### src/rtl/bp_pkg.sv
// Shared types and helpers for the BTB branch predictor: entry layout,
// counter constants, saturating arithmetic and PC index/tag extraction.
package bp_pkg;

  localparam int BP_MAX_ADDR_W   = 64;
  localparam int BP_MAX_CTR_BITS = 4;

  typedef logic [BP_MAX_CTR_BITS-1:0] ctr_t;

  // Fields are sized for the widest supported address; narrower builds zero-extend.
  typedef struct packed {
    logic                     valid;
    logic [BP_MAX_ADDR_W-1:0] tag;
    logic [BP_MAX_ADDR_W-1:0] target;
  } btb_entry_t;

  function automatic ctr_t ctr_max(input int bits);
    return ctr_t'((1 << bits) - 1);
  endfunction

  function automatic ctr_t ctr_weak_taken(input int bits);
    return ctr_t'(1 << (bits - 1));
  endfunction

  function automatic ctr_t sat_inc(input ctr_t v, input int bits);
    return (v >= ctr_max(bits)) ? v : v + ctr_t'(1);
  endfunction

  function automatic ctr_t sat_dec(input ctr_t v);
    return (v == '0) ? v : v - ctr_t'(1);
  endfunction

  function automatic logic [63:0] pc_idx(input logic [63:0] pc, input int idx_w);
    return (pc >> 2) & ((64'd1 << idx_w) - 64'd1);
  endfunction

  function automatic logic [63:0] pc_tag(input logic [63:0] pc, input int idx_w);
    return pc >> (idx_w + 2);
  endfunction

endpackage

### src/rtl/bp_pht.sv
// Pattern history table: array of saturating direction counters with a
// combinational read port and a registered update/allocate port.
module bp_pht
  import bp_pkg::*;
#(
  parameter  int ENTRIES  = 16,
  parameter  int CTR_BITS = 2,
  localparam int IDX_W    = $clog2(ENTRIES)
) (
  input  logic                clk,
  input  logic                reset,
  input  logic [IDX_W-1:0]    rd_idx,
  output logic [CTR_BITS-1:0] rd_ctr,
  input  logic                wr_en,
  input  logic                wr_alloc,
  input  logic [IDX_W-1:0]    wr_idx,
  input  logic                wr_taken
);

  logic [CTR_BITS-1:0] ctr_q [ENTRIES];
  logic [CTR_BITS-1:0] ctr_d [ENTRIES];

  assign rd_ctr = ctr_q[rd_idx];

  // A fresh allocation starts weakly taken; otherwise the counter moves toward the outcome.
  always_comb begin
    ctr_d = ctr_q;
    if (wr_en) begin
      if (wr_alloc) begin
        ctr_d[wr_idx] = CTR_BITS'(ctr_weak_taken(CTR_BITS));
      end else if (wr_taken) begin
        ctr_d[wr_idx] = CTR_BITS'(sat_inc(ctr_t'(ctr_q[wr_idx]), CTR_BITS));
      end else begin
        ctr_d[wr_idx] = CTR_BITS'(sat_dec(ctr_t'(ctr_q[wr_idx])));
      end
    end
  end

  always_ff @(posedge clk) begin
    if (reset) begin
      ctr_q <= '{default: '0};
    end else begin
      ctr_q <= ctr_d;
    end
  end

endmodule

### src/rtl/bp_btb_predictor.sv
// Tagged direct-mapped BTB plus saturating-counter direction predictor with
// mispredict redirect and accuracy statistics. Define BP_GSHARE_EN for gshare indexing.
module bp_btb_predictor
  import bp_pkg::*;
#(
  parameter  int ADDR_W   = 32,
  parameter  int ENTRIES  = 16,
  parameter  int CTR_BITS = 2,
  parameter  int STAT_W   = 32,
  localparam int IDX_W    = $clog2(ENTRIES)
) (
  input  logic              clk,
  input  logic              reset,
  input  logic [ADDR_W-1:0] lookup_pc,
  output logic              lookup_hit,
  output logic              lookup_taken,
  output logic [ADDR_W-1:0] lookup_target,
  input  logic              upd_valid,
  input  logic [ADDR_W-1:0] upd_pc,
  input  logic              upd_taken,
  input  logic [ADDR_W-1:0] upd_target,
  input  logic              upd_pred_taken,
  input  logic [ADDR_W-1:0] upd_pred_target,
  output logic              mispredict,
  output logic [ADDR_W-1:0] redirect_pc,
  output logic [STAT_W-1:0] stat_correct,
  output logic [STAT_W-1:0] stat_wrong
`ifdef BP_GSHARE_EN
  ,
  output logic [IDX_W-1:0]  lookup_ghr,
  input  logic [IDX_W-1:0]  upd_ghr
`endif
);

  btb_entry_t btb_q [ENTRIES];
  btb_entry_t btb_d [ENTRIES];

  logic [IDX_W-1:0]    lookup_idx, upd_idx;
  logic [63:0]         lookup_tag, upd_tag;
  logic [IDX_W-1:0]    pht_rd_idx, pht_wr_idx;
  logic [CTR_BITS-1:0] pht_rd_ctr;
  logic                upd_accept, upd_hit;
  logic [STAT_W-1:0]   stat_correct_q, stat_correct_d;
  logic [STAT_W-1:0]   stat_wrong_q, stat_wrong_d;

  assign lookup_idx = IDX_W'(pc_idx(64'(lookup_pc), IDX_W));
  assign upd_idx    = IDX_W'(pc_idx(64'(upd_pc), IDX_W));
  assign lookup_tag = pc_tag(64'(lookup_pc), IDX_W);
  assign upd_tag    = pc_tag(64'(upd_pc), IDX_W);
  assign upd_accept = upd_valid && !reset;
  assign upd_hit    = btb_q[upd_idx].valid && (btb_q[upd_idx].tag == upd_tag);

`ifdef BP_GSHARE_EN
  logic [IDX_W-1:0] ghr_q, ghr_d;

  assign lookup_ghr = ghr_q;
  assign pht_rd_idx = lookup_idx ^ ghr_q;
  assign pht_wr_idx = upd_idx ^ upd_ghr;

  always_comb begin
    ghr_d = ghr_q;
    if (upd_accept) begin
      ghr_d = IDX_W'({ghr_q, upd_taken});
    end
  end

  always_ff @(posedge clk) begin
    if (reset) begin
      ghr_q <= '0;
    end else begin
      ghr_q <= ghr_d;
    end
  end
`else
  assign pht_rd_idx = lookup_idx;
  assign pht_wr_idx = upd_idx;
`endif

  bp_pht #(
    .ENTRIES  (ENTRIES),
    .CTR_BITS (CTR_BITS)
  ) u_pht (
    .clk      (clk),
    .reset    (reset),
    .rd_idx   (pht_rd_idx),
    .rd_ctr   (pht_rd_ctr),
    .wr_en    (upd_accept && (upd_hit || upd_taken)),
    .wr_alloc (!upd_hit),
    .wr_idx   (pht_wr_idx),
    .wr_taken (upd_taken)
  );

  always_comb begin
    lookup_hit    = btb_q[lookup_idx].valid && (btb_q[lookup_idx].tag == lookup_tag);
    lookup_taken  = lookup_hit && pht_rd_ctr[CTR_BITS-1];
    lookup_target = lookup_hit ? ADDR_W'(btb_q[lookup_idx].target) : '0;
  end

  always_comb begin
    mispredict  = upd_accept &&
                  ((upd_taken != upd_pred_taken) ||
                   (upd_taken && (upd_pred_target != upd_target)));
    redirect_pc = upd_taken ? upd_target : upd_pc + ADDR_W'(4);
  end

  // Taken branches refresh the target on a hit and claim the slot on a miss.
  always_comb begin
    btb_d = btb_q;
    if (upd_accept && upd_taken) begin
      btb_d[upd_idx].valid  = 1'b1;
      btb_d[upd_idx].tag    = upd_tag;
      btb_d[upd_idx].target = 64'(upd_target);
    end
  end

  always_comb begin
    stat_correct_d = stat_correct_q;
    stat_wrong_d   = stat_wrong_q;
    if (upd_accept) begin
      if (mispredict) begin
        if (stat_wrong_q != '1) stat_wrong_d = stat_wrong_q + STAT_W'(1);
      end else begin
        if (stat_correct_q != '1) stat_correct_d = stat_correct_q + STAT_W'(1);
      end
    end
  end

  always_ff @(posedge clk) begin
    if (reset) begin
      btb_q          <= '{default: '0};
      stat_correct_q <= '0;
      stat_wrong_q   <= '0;
    end else begin
      btb_q          <= btb_d;
      stat_correct_q <= stat_correct_d;
      stat_wrong_q   <= stat_wrong_d;
    end
  end

  assign stat_correct = stat_correct_q;
  assign stat_wrong   = stat_wrong_q;

endmodule

### config.mk
export PLATFORM = sky130hd
export DESIGN_NAME = bp_btb_predictor
export DESIGN_NICKNAME = d
export VERILOG_FILES = /design/src/rtl/bp_pkg.sv /design/src/rtl/bp_pht.sv /design/src/rtl/bp_btb_predictor.sv
export SDC_FILE = /design/constraint.sdc
export NUM_CORES = 2
export LEC_CHECK = 0
export BUFFER_PORTS_ARGS = -buffer_cell sky130_fd_sc_hd__buf_2
export CORE_UTILIZATION = 30
export CTS_CLUSTER_SIZE = 24
export DETAILED_ROUTE_END_ITERATION = 10
export GPL_TIMING_DRIVEN = 0
export PLACE_DENSITY = 0.43
export SLEW_MARGIN = 15
export SYNTH_ARGS = -nofsm -noshare
export SYNTH_HDL_FRONTEND = slang
export SYNTH_SLANG_ARGS = --single-unit
export TNS_END_PERCENT = 10
### constraint.sdc
create_clock -name clk -period 11.4 [get_ports clk]
set_clock_uncertainty 0.05 [all_clocks]
set_input_delay 2.28 -clock clk [delete_from_list [all_inputs] [get_ports clk]]
set_output_delay 2.28 -clock clk [all_outputs]
set_load 0.05 [all_outputs]
==> metrics list <==
* Status: complete, but fails checks
- The final reports fail on negative setup slack.
* Worst-case clock buffer depth: 3
* Cell leakage power: 0.0187 uW
* Initial DRC Count: 6670
- Measured in cells, the most critical reg-to-reg path has a length of 9.
- Crit path DAT: 9.30 ns
- The worst setup path is launched from an input port.
* DRC errors left: 0
* Fmax: 0.0860 GHz
* Sinks on Clock Net: 1040
- Die Footprint: 167000 um2
- Area share of the largest cell type after synthesis: 41.9%
- Setup violations remaining at the end of the flow were counted as 4.
* Number of cells on the worst hold path: 2
- Share of post-route cells with drive strength above 1: 15.5%
- CTS H-tree lvls: 3
- The critical path goes through clkbuf_1 > buf_2 > clkbuf_2 > buf_2 > buf_2 > mux2i_1 > a21oi_1 > xor2_1 > nor4_2 > nand4_1 > clkbuf_2 > nor2b_1 > buf_2.
- During I/O placement, the number of pins put on the boundary was 264.
- Synthesized net count: 5881
- Measured against its own limit, the worst slew margin works out to 8.04%.
- In this run, synthesis produced a sequential element count of 1040.
- Growth of design area from synthesis to finish: 16.8%
* Die Y-Extent: 409 um
- Hold crit path type: reg2reg
- The floorplan has 149 rows.
* Top cells by area, synth: sky130_fd_sc_hd__dfxtp_1, sky130_fd_sc_hd__mux4_2, sky130_fd_sc_hd__nand2_1, sky130_fd_sc_hd__a21oi_1, sky130_fd_sc_hd__clkbuf_1
* Share of synthesized registers carrying an async set or reset: 0%
- In this run the register-to-register setup slack is 6.70 ns.
* Worst slack at placement: -0.420 ns
- The smallest clock period supported by the final layout is computed as 11.63 ns.
- The critical path is of the in2out type.
- CTS clock-pin slew for the worst setup and hold paths: 0.06 ns
- The number of hold violations in the final report is 0.
* Overall routed net length: 278000 um
- CTS Buf Count: 121
- Length of the first detailed-routing pass in iterations: 7
- Max rail drop VDD: 0.000123 V
* Number of nets in the layout: 6232
- Post-Syn Area per Cell: 8.66 um2
* Biggest fanout along the worst timing path: 11
* Dominant synthesized flop cell: sky130_fd_sc_hd__dfxtp_1
- Number of standard cells after synthesis: 5742
* Number of violations of the max-capacitance limit: 0
- In the finished design, the share of the clock period the worst path needs comes to 102%.
* # port buffers: 219
* Overall global routing resource usage: 32.2%
- Measured along the x axis, the die boundary spans 409 um.
* Number of enable-type register cells in the synthesized netlist: 0
* Setup Fix Bufs, Post-CTS: 0
- Dividing total power by cell area gives a power density of 150 nW/um2.
- Across all setup checks in the final design, the least slack found is -0.232 ns.
* Worst path slowest cell: sky130_fd_sc_hd__buf_2
- Number of pins exceeding their max-slew limit in the final report: 0
- Via count of the first global-routing pass: 44036
- Placed cell count: 8159
- The finished layout holds 8389 standard cells, fillers aside.
- The cell area that synthesis handed to floorplanning was 49700 um2.
* Data required time at the worst endpoint: 9.07 ns
- The number of antenna violations at the first check in global routing is 20.
- Number of synthesis warnings: 0
- The first global-routing pass estimated 372000 um of wire.
- Insertion delay to the later sink of the worst-skew pair: 0.78 ns
- TritonCTS built the clock tree.
- CP dominant cell by count: sky130_fd_sc_hd__buf_2
- Once detail routing completed, the nets flagged for antenna violations numbered 0.
* Post-DP HPWL: 201000 um
* Maximum cell stage delay along the critical path: 0.80 ns
- In the routed layout, each cell is associated on average with a via count of 5.74.
- In this run, post-CTS hold repair placed 0 buffers.
* Vias post-DR: 48123
- The core region is 165000 um2.
* Register area share after synthesis: 41.9%
* Total global routing overflow: 0
- Effective utilization at floorplan: 30.2%
- Actual slew at the worst max-slew pin: 1.38 ns
* Critical Path Sink Type: output pin
- Dividing the detail-routed wire length by the instance count gives 33.1 um.
- Counting distinct cell types in the post-synthesis netlist gives 63.
- At the end of routability-driven placement, the weighted congestion stood at 0.978.
- Worst hold margin: 0.401 ns
- Largest net degree at the start of global routing: 17
- Most area-hungry cell type in the Yosys netlist: sky130_fd_sc_hd__dfxtp_1
- Root buf cell: sky130_fd_sc_hd__clkbuf_16
* Post-CTS sizing: 1
per-stage QoR:
step	TNS, ns	instance area [um2]	utilization, %	power, uW
2_1_floorplan	0	49700	-	4100
3_3_place_gp	-53.30	53500	32.5	4500
3_5_place_dp	-5.22	53800	32.6	4510
4_1_cts	0	58000	35.2	8690
5_1_grt	-0.00259	58000	35.2	8850
6_report	-0.478	58100	35.2	8710
path summary, 6_finish.rpt:
path                           end          from
hold reg to reg         btb_q[796]    btb_q[796]
hold / removal          btb_q[796]    btb_q[796]
setup / recovery  lookup_target[1]  lookup_pc[4]
setup reg to reg   u_pht.ctr_q[21]     btb_q[71]
registers in the layout, summed over array words and instances, names as in the netlist:
| register | cells |
|---|---|
| u_pht.ctr_q | 32 |
| stat_wrong | 32 |
| btb_q | 944 |
| stat_correct | 32 |
final cells by class:
| type | instances | area (um2) |
|---|---|---|
| clock buffer | 189 | 3700 |
| antenna | 6 | 15.0 |
| timing repair buffer | 228 | 1250 |
| fill | 17316 | 107000 |
| inverter | 27 | 101 |
| tap | 2189 | 2740 |
| sequential | 1040 | 20800 |
| clock inverter | 35 | 542 |
| buffer | 569 | 2340 |
| multi-input combinational | 4106 | 26600 |
power breakdown:
group / switching, uW / total [uW] / internal (uW)
Clock: 1760 / 4250 / 2490
Combinational: 633 / 803 / 170
Sequential: 10.2 / 3660 / 3650
logic make-up after synthesis:
group	Yosys count	synth area share, %
mux	470	19.6
flops	1040	41.9
buf+inv	596	4.76
simple gates	2356	19.1
fa+ha+maj	7	0.171
compound gates	1113	11.7
xor+xnor	160	2.82
synthesized netlist by cell type (19+ instances only):
cell type and count:
sky130_fd_sc_hd__clkbuf_1 460, sky130_fd_sc_hd__nand4_1 28, sky130_fd_sc_hd__o21ai_0 56, sky130_fd_sc_hd__buf_1 68, sky130_fd_sc_hd__nor2b_1 57, sky130_fd_sc_hd__mux4_2 399
sky130_fd_sc_hd__nor2_1 138, sky130_fd_sc_hd__buf_2 24, sky130_fd_sc_hd__dfxtp_1 1040, sky130_fd_sc_hd__nor3_1 33, sky130_fd_sc_hd__a211oi_1 19, sky130_fd_sc_hd__a21oi_1 963
sky130_fd_sc_hd__mux2i_1 55, sky130_fd_sc_hd__inv_1 25, sky130_fd_sc_hd__nand2_1 1940, sky130_fd_sc_hd__nand3_1 65, sky130_fd_sc_hd__xnor2_1 113, sky130_fd_sc_hd__and3_1 19
sky130_fd_sc_hd__xor2_1 47
layout by cell type, fill, tap and decap left out, drive strengths merged, types with 7 or more instances in the layout:
cell	synthesis	final
nand2	1940	1940
dfxtp	1040	1040
a21oi	963	963
clkbuf	460	650
mux4	400	400
buf	109	336
nor2	138	138
xnor2	113	113
o21ai	68	68
nand3	65	65
nor2b	57	57
mux2i	55	55
xor2	47	47
nor3	33	33
inv	26	29
nand4	28	28
a211oi	19	19
and3	19	19
clkinv	1	17
a22oi	16	16
or3	16	16
mux2	15	15
and2	14	14
bufinv	0	12
nor4	12	12
o31ai	8	8
a22o	7	7
nand2b	7	7
or4	7	7
per-layer routing:
layer  global-route usage [%]  vias to the layer above  wire (um)
met5                        0                        -         49
met4                     17.8                        8      17300
met3                     8.62                      699      30700
met2                     47.3                     2982     117000
met1                     42.5                    24096     112000
li1                         -                    20338          -
critical path, delay by kind of cell:
| family | cells | cell delay [ns] |
|---|---|---|
| muxes | 1 | 0.25 |
| buffers and inverters | 7 | 4.34 |
| xor gates and xnor gates | 1 | 0.31 |
| AOI/OAI and AO/OA | 1 | 0.10 |
| and+or+nand+nor | 3 | 1.93 |
(Power assumes the default switching activity.)
